$ cat config.mk
export PLATFORM = sky130hd
export DESIGN_NAME = sha256_msg_schedule
export DESIGN_NICKNAME = d
export VERILOG_FILES = /design/src/rtl/sha256_msg_schedule.sv
export SDC_FILE = /design/constraint.sdc
export NUM_CORES = 1
export LEC_CHECK = 0
export CAP_MARGIN = 15
export CELL_PAD_IN_SITES_DETAIL_PLACEMENT = 1
export CELL_PAD_IN_SITES_GLOBAL_PLACEMENT = 1
export CORE_MARGIN = 8
export CORE_UTILIZATION = 42
export CTS_BUF_LIST = sky130_fd_sc_hd__clkbuf_4 sky130_fd_sc_hd__clkbuf_8
export CTS_CLUSTER_SIZE = 12
export DETAILED_ROUTE_END_ITERATION = 8
export HOLD_SLACK_MARGIN = 0.15
export PLACE_DENSITY = 0.88
export SLEW_MARGIN = 40
export SYNTH_ARGS = -nofsm -noshare
export SYNTH_HDL_FRONTEND = slang
export SYNTH_SLANG_ARGS = --single-unit
$ cat constraint.sdc
create_clock -name clk -period 5.32 [get_ports clk]
set_input_delay 0.532 -clock clk [delete_from_list [all_inputs] [get_ports clk]]
set_output_delay 0.532 -clock clk [all_outputs]
set_load 0.02 [all_outputs]
$ cat src/rtl/sha256_msg_schedule.sv
// SHA-256 message schedule: expands a 512-bit block into W[0..63], one word per cycle, W[0] one cycle after start.
// hold freezes every register while running; SHA256_KCONST_EN adds the aligned round constant output k_out.
module sha256_msg_schedule (
    input  logic         clk,
    input  logic         rst_n,
    input  logic         start,
    input  logic [511:0] block_in,
    input  logic         hold,
    output logic         busy,
    output logic         w_valid,
    output logic [31:0]  w_out,
    output logic [5:0]   round_idx,
`ifdef SHA256_KCONST_EN
    output logic [31:0]  k_out,
`endif
    output logic         done
);

    typedef enum logic {
        S_IDLE,
        S_RUN
    } state_t;

    state_t            r_state;
    // r_win[j] holds W[t+j] while W[t] is presented; r_win[15] is refilled from the recurrence.
    logic [15:0][31:0] r_win;
    logic [31:0]       w_new;
    logic [5:0]        w_idx_nxt;

`ifdef SHA256_KCONST_EN
    localparam logic [31:0] K_TAB [64] = '{
        32'h428a2f98, 32'h71374491, 32'hb5c0fbcf, 32'he9b5dba5,
        32'h3956c25b, 32'h59f111f1, 32'h923f82a4, 32'hab1c5ed5,
        32'hd807aa98, 32'h12835b01, 32'h243185be, 32'h550c7dc3,
        32'h72be5d74, 32'h80deb1fe, 32'h9bdc06a7, 32'hc19bf174,
        32'he49b69c1, 32'hefbe4786, 32'h0fc19dc6, 32'h240ca1cc,
        32'h2de92c6f, 32'h4a7484aa, 32'h5cb0a9dc, 32'h76f988da,
        32'h983e5152, 32'ha831c66d, 32'hb00327c8, 32'hbf597fc7,
        32'hc6e00bf3, 32'hd5a79147, 32'h06ca6351, 32'h14292967,
        32'h27b70a85, 32'h2e1b2138, 32'h4d2c6dfc, 32'h53380d13,
        32'h650a7354, 32'h766a0abb, 32'h81c2c92e, 32'h92722c85,
        32'ha2bfe8a1, 32'ha81a664b, 32'hc24b8b70, 32'hc76c51a3,
        32'hd192e819, 32'hd6990624, 32'hf40e3585, 32'h106aa070,
        32'h19a4c116, 32'h1e376c08, 32'h2748774c, 32'h34b0bcb5,
        32'h391c0cb3, 32'h4ed8aa4a, 32'h5b9cca4f, 32'h682e6ff3,
        32'h748f82ee, 32'h78a5636f, 32'h84c87814, 32'h8cc70208,
        32'h90befffa, 32'ha4506ceb, 32'hbef9a3f7, 32'hc67178f2
    };
`endif

    function automatic logic [31:0] sig0(input logic [31:0] x);
        return {x[6:0], x[31:7]} ^ {x[17:0], x[31:18]} ^ (x >> 3);
    endfunction

    function automatic logic [31:0] sig1(input logic [31:0] x);
        return {x[16:0], x[31:17]} ^ {x[18:0], x[31:19]} ^ (x >> 10);
    endfunction

    assign w_new     = sig1(r_win[14]) + r_win[9] + sig0(r_win[1]) + r_win[0];
    assign w_idx_nxt = round_idx + 6'd1;

    always_ff @(posedge clk or negedge rst_n) begin
        if (!rst_n) begin
            r_state   <= S_IDLE;
            busy      <= 1'b0;
            w_valid   <= 1'b0;
            done      <= 1'b0;
            w_out     <= '0;
            round_idx <= '0;
            r_win     <= '0;
`ifdef SHA256_KCONST_EN
            k_out     <= '0;
`endif
        end else begin
            case (r_state)
                S_IDLE: begin
                    if (start) begin
                        r_state   <= S_RUN;
                        busy      <= 1'b1;
                        w_valid   <= 1'b1;
                        done      <= 1'b0;
                        w_out     <= block_in[511:480];
                        round_idx <= '0;
                        for (int k = 0; k < 16; k++) begin
                            r_win[k] <= block_in[511 - 32*k -: 32];
                        end
`ifdef SHA256_KCONST_EN
                        k_out     <= K_TAB[0];
`endif
                    end
                end
                S_RUN: begin
                    if (!hold) begin
                        if (round_idx == 6'd63) begin
                            // Last word leaves; w_out/round_idx keep their final values while idle.
                            r_state <= S_IDLE;
                            busy    <= 1'b0;
                            w_valid <= 1'b0;
                            done    <= 1'b0;
                        end else begin
                            w_out     <= r_win[1];
                            round_idx <= w_idx_nxt;
                            done      <= (w_idx_nxt == 6'd63);
                            for (int k = 0; k < 15; k++) begin
                                r_win[k] <= r_win[k+1];
                            end
                            r_win[15] <= w_new;
`ifdef SHA256_KCONST_EN
                            k_out     <= K_TAB[w_idx_nxt];
`endif
                        end
                    end
                end
                default: r_state <= S_IDLE;
            endcase
        end
    end

endmodule
# Word level (Yosys, flattened, before mapping)
# Index checks and enable logic that the tools add are counted.
totals:
  ff_bits: 553
  elab_cells: 63
  output_inout_bits: 41
classes:
  n_reduce_logical: 3
  n_bitwise: 5
  n_eq_ne: 6
  mux: 24
  addsub: 4
ops:
  columns: ["operator", "n"]
  rows:
  - ["512-bit two-way mux", 3]
  - ["512-bit one-hot mux with 2 select lines", 1]
  - ["32-bit adder", 3]
  - ["32-bit two-way mux", 3]
  - ["32-bit one-hot mux with 2 select lines", 1]
  - ["32-bit XOR", 2]
  - ["32-bit by 22-bit XOR with 32-bit output", 1]
  - ["32-bit by 29-bit XOR with 32-bit output", 1]
  - ["6-bit two-way mux", 3]
  - ["6-bit equality test (second input constant)", 2]
  - ["6-bit one-hot mux with 2 select lines", 1]
  - ["1-bit two-way mux", 9]
  - ["6-bit by 1-bit adder with 6-bit output (second input constant)", 1]
  - ["2-bit != test (second input constant)", 3]
  - ["1-bit one-hot mux with 2 select lines", 3]
  - ["3-bit AND reduction", 2]
  - ["2-bit by 1-bit != test with 1-bit output (second input constant)", 1]
  - ["2-bit AND reduction", 1]
  - ["1-bit inverter", 1]

# Longest topological paths before layout
depth:
  ltp_word: 8
  mapped_depth: 17

# Worst setup path after synthesis
# No wires, ideal clock.
synth_timing:
  path_type: "reg2reg"
  startpoint: "reg r_win[466] (netlist name)"
  endpoint: "reg r_win[507] (netlist name)"
  n_path_buf: 1
  stages_incl_launch_ff: 17
  arrival_time_ns: 3.653
  slack_ns: 1.548
  cell_sequence: "dfrtp_1 > clkbuf_1 > xor2_1 > xnor2_1 > fa_1 > fa_1 > inv_1 > ha_1 > inv_1 > fa_1 > nor2b_1 > o21bai_2 > a211o_1 > and4_1 > nor3_1 > o31ai_1 > a31o_1"
synth_via:
  elab_chain_len: 8
synth_rtl:
  columns: ["item", "line", "text"]
  rows:
  - ["start: declaration", "26", "logic [15:0][31:0] r_win;"]
  - ["start signal: indexed assignment", "85", "r_win[k] <= block_in[511 - 32*k -: 32];"]
  - ["start signal: indexed assignment", "105", "r_win[k] <= r_win[k+1];"]
  - ["32-bit XOR", "56", "return {x[16:0], x[31:17]} ^ {x[18:0], x[31:19]} ^ (x >> 10);"]
  - ["32-bit by 22-bit XOR with 32-bit output *", "56", null]
  - ["32-bit adder * (3 in a row)", "59", "assign w_new = sig1(r_win[14]) + r_win[9] + sig0(r_win[1]) + r_win[0];"]
  - ["512-bit two-way mux *", "94", "if (round_idx == 6'd63) begin"]
  - ["512-bit two-way mux *", "93", "if (!hold) begin"]
  - ["512-bit one-hot mux with 2 select lines *", "75", "case (r_state)"]
# Every way passes the cells marked *; elsewhere a longest branch is shown, timed or not. The select of a mux whose other input is x is not followed.
# A chain may end at the register's enable or synchronous reset.

# Worst setup path in the final report
layout_timing:
  startpoint: "reg r_win[474] (netlist name)"
  endpoint: "reg r_win[509] (netlist name)"
# Same word-level chain as after synthesis.

==> metrics <==
number of different library cells in the post-synthesis netlist=a little under 70; Worst Reg-to-Reg Cells=12; Via-to-Cell Ratio=roughly 5.5; Detailed Place HPWL=between 80000 and 90000 µm; startpoint kind of the worst setup timing path=flop; final layout net count=between 3k and 4k; predominant post-synthesis flop cell=sky130_fd_sc_hd__dfrtp_1; Die Width=approximately 280 µm; placed insts=between 4k and 5k; routability-driven placement congestion ratio=0.9539; final slew viol count=0; Hold Vio Cnt, Final=0; count of instances resized after the clock tree is built=0; Num CTS Buffers=between 90 and 100; data arrival at the endpoint of the critical path=between 4000 and 5000 ps; via count of the first global-routing pass=~26k; average detailed-routed wire length per instance=approximately 27 µm; unrepaired setup endpoints after global routing=false; syn nets=3531; power density over cell area=about 700 nW/µm²; part of the Yosys area used for sequential elements=about 45%; number of ports placed on the die boundary=between 500 and 600; drc violations=0; antenna violations before repair=between 50 and 60; CP bufs+invs=1; worst endpoint required time=just under 6000 ps; transition time at the pin with the least slew margin=869.6 ps; worst-case vdd ir drop=0.0005959 V; All-Layer GR Usage=between 20% and 30%; ratio of final minimum period to clock period=about 80%; Post-DRT Antenna Nets=0; Fin Setup TNS=0 ps; max-capacitance violation count=0; share of the synthesized area in compound gates (AO/OA/AOI/OAI)=between 10% and 20%; synthesized-area fraction occupied by and/or/nand/nor cells=9.200%; final hold slack=roughly 420 ps; highest clock frequency the design can meet=237.8 MHz; Worst Setup Slack post-DPL=about 1200 ps; number of enable flip-flop cells after synthesis=0; final worst-path setup slack=between 1000 and 1500 ps; post-synthesis sequential element count=between 500 and 600; adder-cell share of the synthesized area=roughly 5.7%; via count=23.84k; maximum number of pins on one net before global-route repair=approximately 150; cell chain of the critical path=xor2_1, xnor2_1, fa_1, fa_1, inv_1, ha_1, nand4_1, or3_1, a211oi_1, or3b_4, mux2_4, o211ai_1; cell type group with the largest total delay on the critical path=adder cells; portion of netlist area occupied by mux cells=between 10% and 20%; largest stage delay on the critical path=around 520 ps; maximum root-to-sink buffer count=3; floorplan row count=96; run status=completed; 1st-iter DRT viols=around 1.7k; global-route wire length before repair=168500 µm; Die Outline Area=around 77000 µm²; commonest non-fill, non-tap cell in the layout=sky130_fd_sc_hd__clkdlybuf4s50_1; Slew Limit Headroom=between 40 and 50%; drt total wl=roughly 120000 µm; library cell used as clock root buffer=sky130_fd_sc_hd__clkbuf_8; worst hold-check path type=in2async; Post-Syn Instances=2920; GRT overflow=0; final clock skew=49.61 ps; Post-synth ARST share=100.0%; effective utilization at floorplan=42.18%; number of logic stages on the critical path including buffering=12; number of H-tree levels=3; post-layout total power=between 20 and 30 mW; Crit. End Element=flop; Crit Path Category=reg2reg; area share of xor/xnor cells in the synthesized design=4.413%; maximum fanout along the worst path=9; final-report setup violation count=0; CP dominant cell by count=sky130_fd_sc_hd__fa_1; total number of yosys warnings=0; share of post-route cells with drive strength above 1=around 6.7%; final worst path period need=around 4200 ps; cell area after technology mapping=~29000 µm²; Sinks on Clock Net=roughly 520; core region area=roughly 70000 µm²; Non-Filler Instances=~4.4k; Skew-Pair Late Insertion Delay=around 730 ps; most frequent cells in the layout=sky130_fd_sc_hd__clkdlybuf4s50_1, sky130_fd_sc_hd__nand2_1, sky130_fd_sc_hd__dfrtp_1; largest family of logic cells by synthesized area=multiplexers; DR pass1 iterations=7; Leakage Power=about 19 nW; clock slew seen by the registers of the worst setup and hold paths=approximately 70 ps; Port-buffer cells=556; critical path's slowest cell=sky130_fd_sc_hd__fa_1; signed area change from the synthesized netlist to the final layout=28.19%; TritonCTS clock tree=built; mean instance size in the synthesized netlist=around 9.9 µm²; DIE HEIGHT=around 280 µm
==> cell families (layout without fill, tap and decap cells) <==
| family | after synthesis | in the layout |
|---|---|---|
| AOI/OAI and AO/OA | 638 | 638 |
| other | 0 | 46 |
| and+or+nand+nor | 637 | 637 |
| buffers and inverters | 389 | 896 |
| adders and majority gates | 95 | 95 |
| DFF | 521 | 521 |
| muxes | 495 | 495 |
| xor gates and xnor gates | 145 | 145 |
==> metal layers <==
| metal | vias up | global-route usage [%] | wire length (µm) |
|---|---|---|---|
| met5 | - | 0 | 166 |
| met4 | 24 | 12.67 | 4716 |
| met3 | 248 | 7.193 | 7843 |
| met2 | 795 | 47.76 | 56840 |
| met1 | 12020 | 35.95 | 47180 |
| li1 | 10760 | - | - |
==> power breakdown <==
group	internal, mW	switching (mW)
sequential	5.03	1.17
combinational	5.71	9.00
clock	2.37	1.88
==> Yosys cell counts, types with 2 or more instances <==
| library cell | n | share of area [%] |
|---|---|---|
| sky130_fd_sc_hd__xor2_1 | 56 | 1.7 |
| sky130_fd_sc_hd__a22oi_1 | 2 | 0.052 |
| sky130_fd_sc_hd__clkbuf_2 | 2 | 0.035 |
| sky130_fd_sc_hd__o21ai_1 | 46 | 0.80 |
| sky130_fd_sc_hd__or3_1 | 3 | 0.065 |
| sky130_fd_sc_hd__buf_4 | 35 | 0.91 |
| sky130_fd_sc_hd__and2_1 | 2 | 0.043 |
| sky130_fd_sc_hd__nor2_1 | 26 | 0.34 |
| sky130_fd_sc_hd__a221oi_1 | 2 | 0.061 |
| sky130_fd_sc_hd__dfrtp_1 | 521 | 45 |
| sky130_fd_sc_hd__nor2b_1 | 5 | 0.11 |
| sky130_fd_sc_hd__nor3b_1 | 18 | 0.47 |
| sky130_fd_sc_hd__buf_6 | 14 | 0.55 |
| sky130_fd_sc_hd__o41ai_1 | 2 | 0.061 |
| sky130_fd_sc_hd__o21a_1 | 10 | 0.26 |
| sky130_fd_sc_hd__nand3_1 | 13 | 0.23 |
| sky130_fd_sc_hd__nor4_1 | 3 | 0.065 |
| sky130_fd_sc_hd__nand3b_1 | 3 | 0.078 |
| sky130_fd_sc_hd__and3_1 | 6 | 0.13 |
| sky130_fd_sc_hd__buf_2 | 65 | 1.1 |
| sky130_fd_sc_hd__o21ai_0 | 489 | 8.5 |
| sky130_fd_sc_hd__mux2i_1 | 493 | 17 |
| sky130_fd_sc_hd__a21oi_1 | 45 | 0.78 |
| sky130_fd_sc_hd__a211o_1 | 4 | 0.12 |
| sky130_fd_sc_hd__xnor2_1 | 89 | 2.7 |
| sky130_fd_sc_hd__nand2_1 | 521 | 6.8 |
| sky130_fd_sc_hd__a21oi_2 | 3 | 0.091 |
| sky130_fd_sc_hd__ha_1 | 33 | 1.4 |
| sky130_fd_sc_hd__o21bai_1 | 2 | 0.052 |
| sky130_fd_sc_hd__o31ai_1 | 4 | 0.10 |
| sky130_fd_sc_hd__a31oi_1 | 2 | 0.043 |
| sky130_fd_sc_hd__nand2b_1 | 4 | 0.087 |
| sky130_fd_sc_hd__o211ai_1 | 3 | 0.078 |
| sky130_fd_sc_hd__inv_1 | 129 | 1.7 |
| sky130_fd_sc_hd__nand4_1 | 12 | 0.26 |
| sky130_fd_sc_hd__nor3_1 | 12 | 0.21 |
| sky130_fd_sc_hd__clkbuf_1 | 143 | 1.9 |
| sky130_fd_sc_hd__a211oi_1 | 4 | 0.10 |
| sky130_fd_sc_hd__a21o_1 | 3 | 0.078 |
| sky130_fd_sc_hd__fa_1 | 62 | 4.3 |
==> area by class of cell <==
type / instances / area (µm²)
fill: 7500 / 31340
multi-input combinational: 2010 / 13960
sequential: 521 / 13040
timing repair buffer: 593 / 6088
clock buffer: 148 / 1849
tap: 882 / 1104
inverter: 129 / 484.2
clock inverter: 26 / 247.7
antenna: 46 / 115.1
==> worst register-to-register path: stages (launching register included) <==
cell                       delay [ps]
sky130_fd_sc_hd__dfrtp_1          460
sky130_fd_sc_hd__xor2_1           180
sky130_fd_sc_hd__xnor2_1          370
sky130_fd_sc_hd__fa_1             520
sky130_fd_sc_hd__fa_1             510
sky130_fd_sc_hd__inv_1             40
sky130_fd_sc_hd__ha_1             480
sky130_fd_sc_hd__nand4_1          210
sky130_fd_sc_hd__or3_1            390
sky130_fd_sc_hd__a211oi_1         250
sky130_fd_sc_hd__or3b_4           240
sky130_fd_sc_hd__mux2_4           310
sky130_fd_sc_hd__o211ai_1         150
==> sequential cells by signal, indices dropped and copies added (netlist names) <==
register   flops
r_state        1
w_valid        1
round_idx      6
r_win        480
w_out         32
done           1
==> metrics by stage <==
stage,util (%),instance area (µm²)
2_1_floorplan,-,28780
3_3_place_gp,50.63,34540
3_5_place_dp,50.71,34600
4_1_cts,53.80,36700
5_1_grt,54.05,36870
6_report,54.07,36890
==> path summary, 6_finish.rpt <==
path,startpoint,end,slack (ps)
max,r_win[474],r_win[509],1110
min,rst_n,r_win[203],420
max reg2reg,r_win[474],r_win[509],1110
min reg2reg,r_win[86],r_win[86],480
max in group asynchronous,rst_n,r_state,3520
min in group clk,block_in[315],r_win[219],440
==> what timing repair did <==
item,4_1_cts,5_1_grt
endpoints found under the hold margin,86,0
hold buffers,1,0
setup buffers,0,0
(Power assumes the default switching activity.)
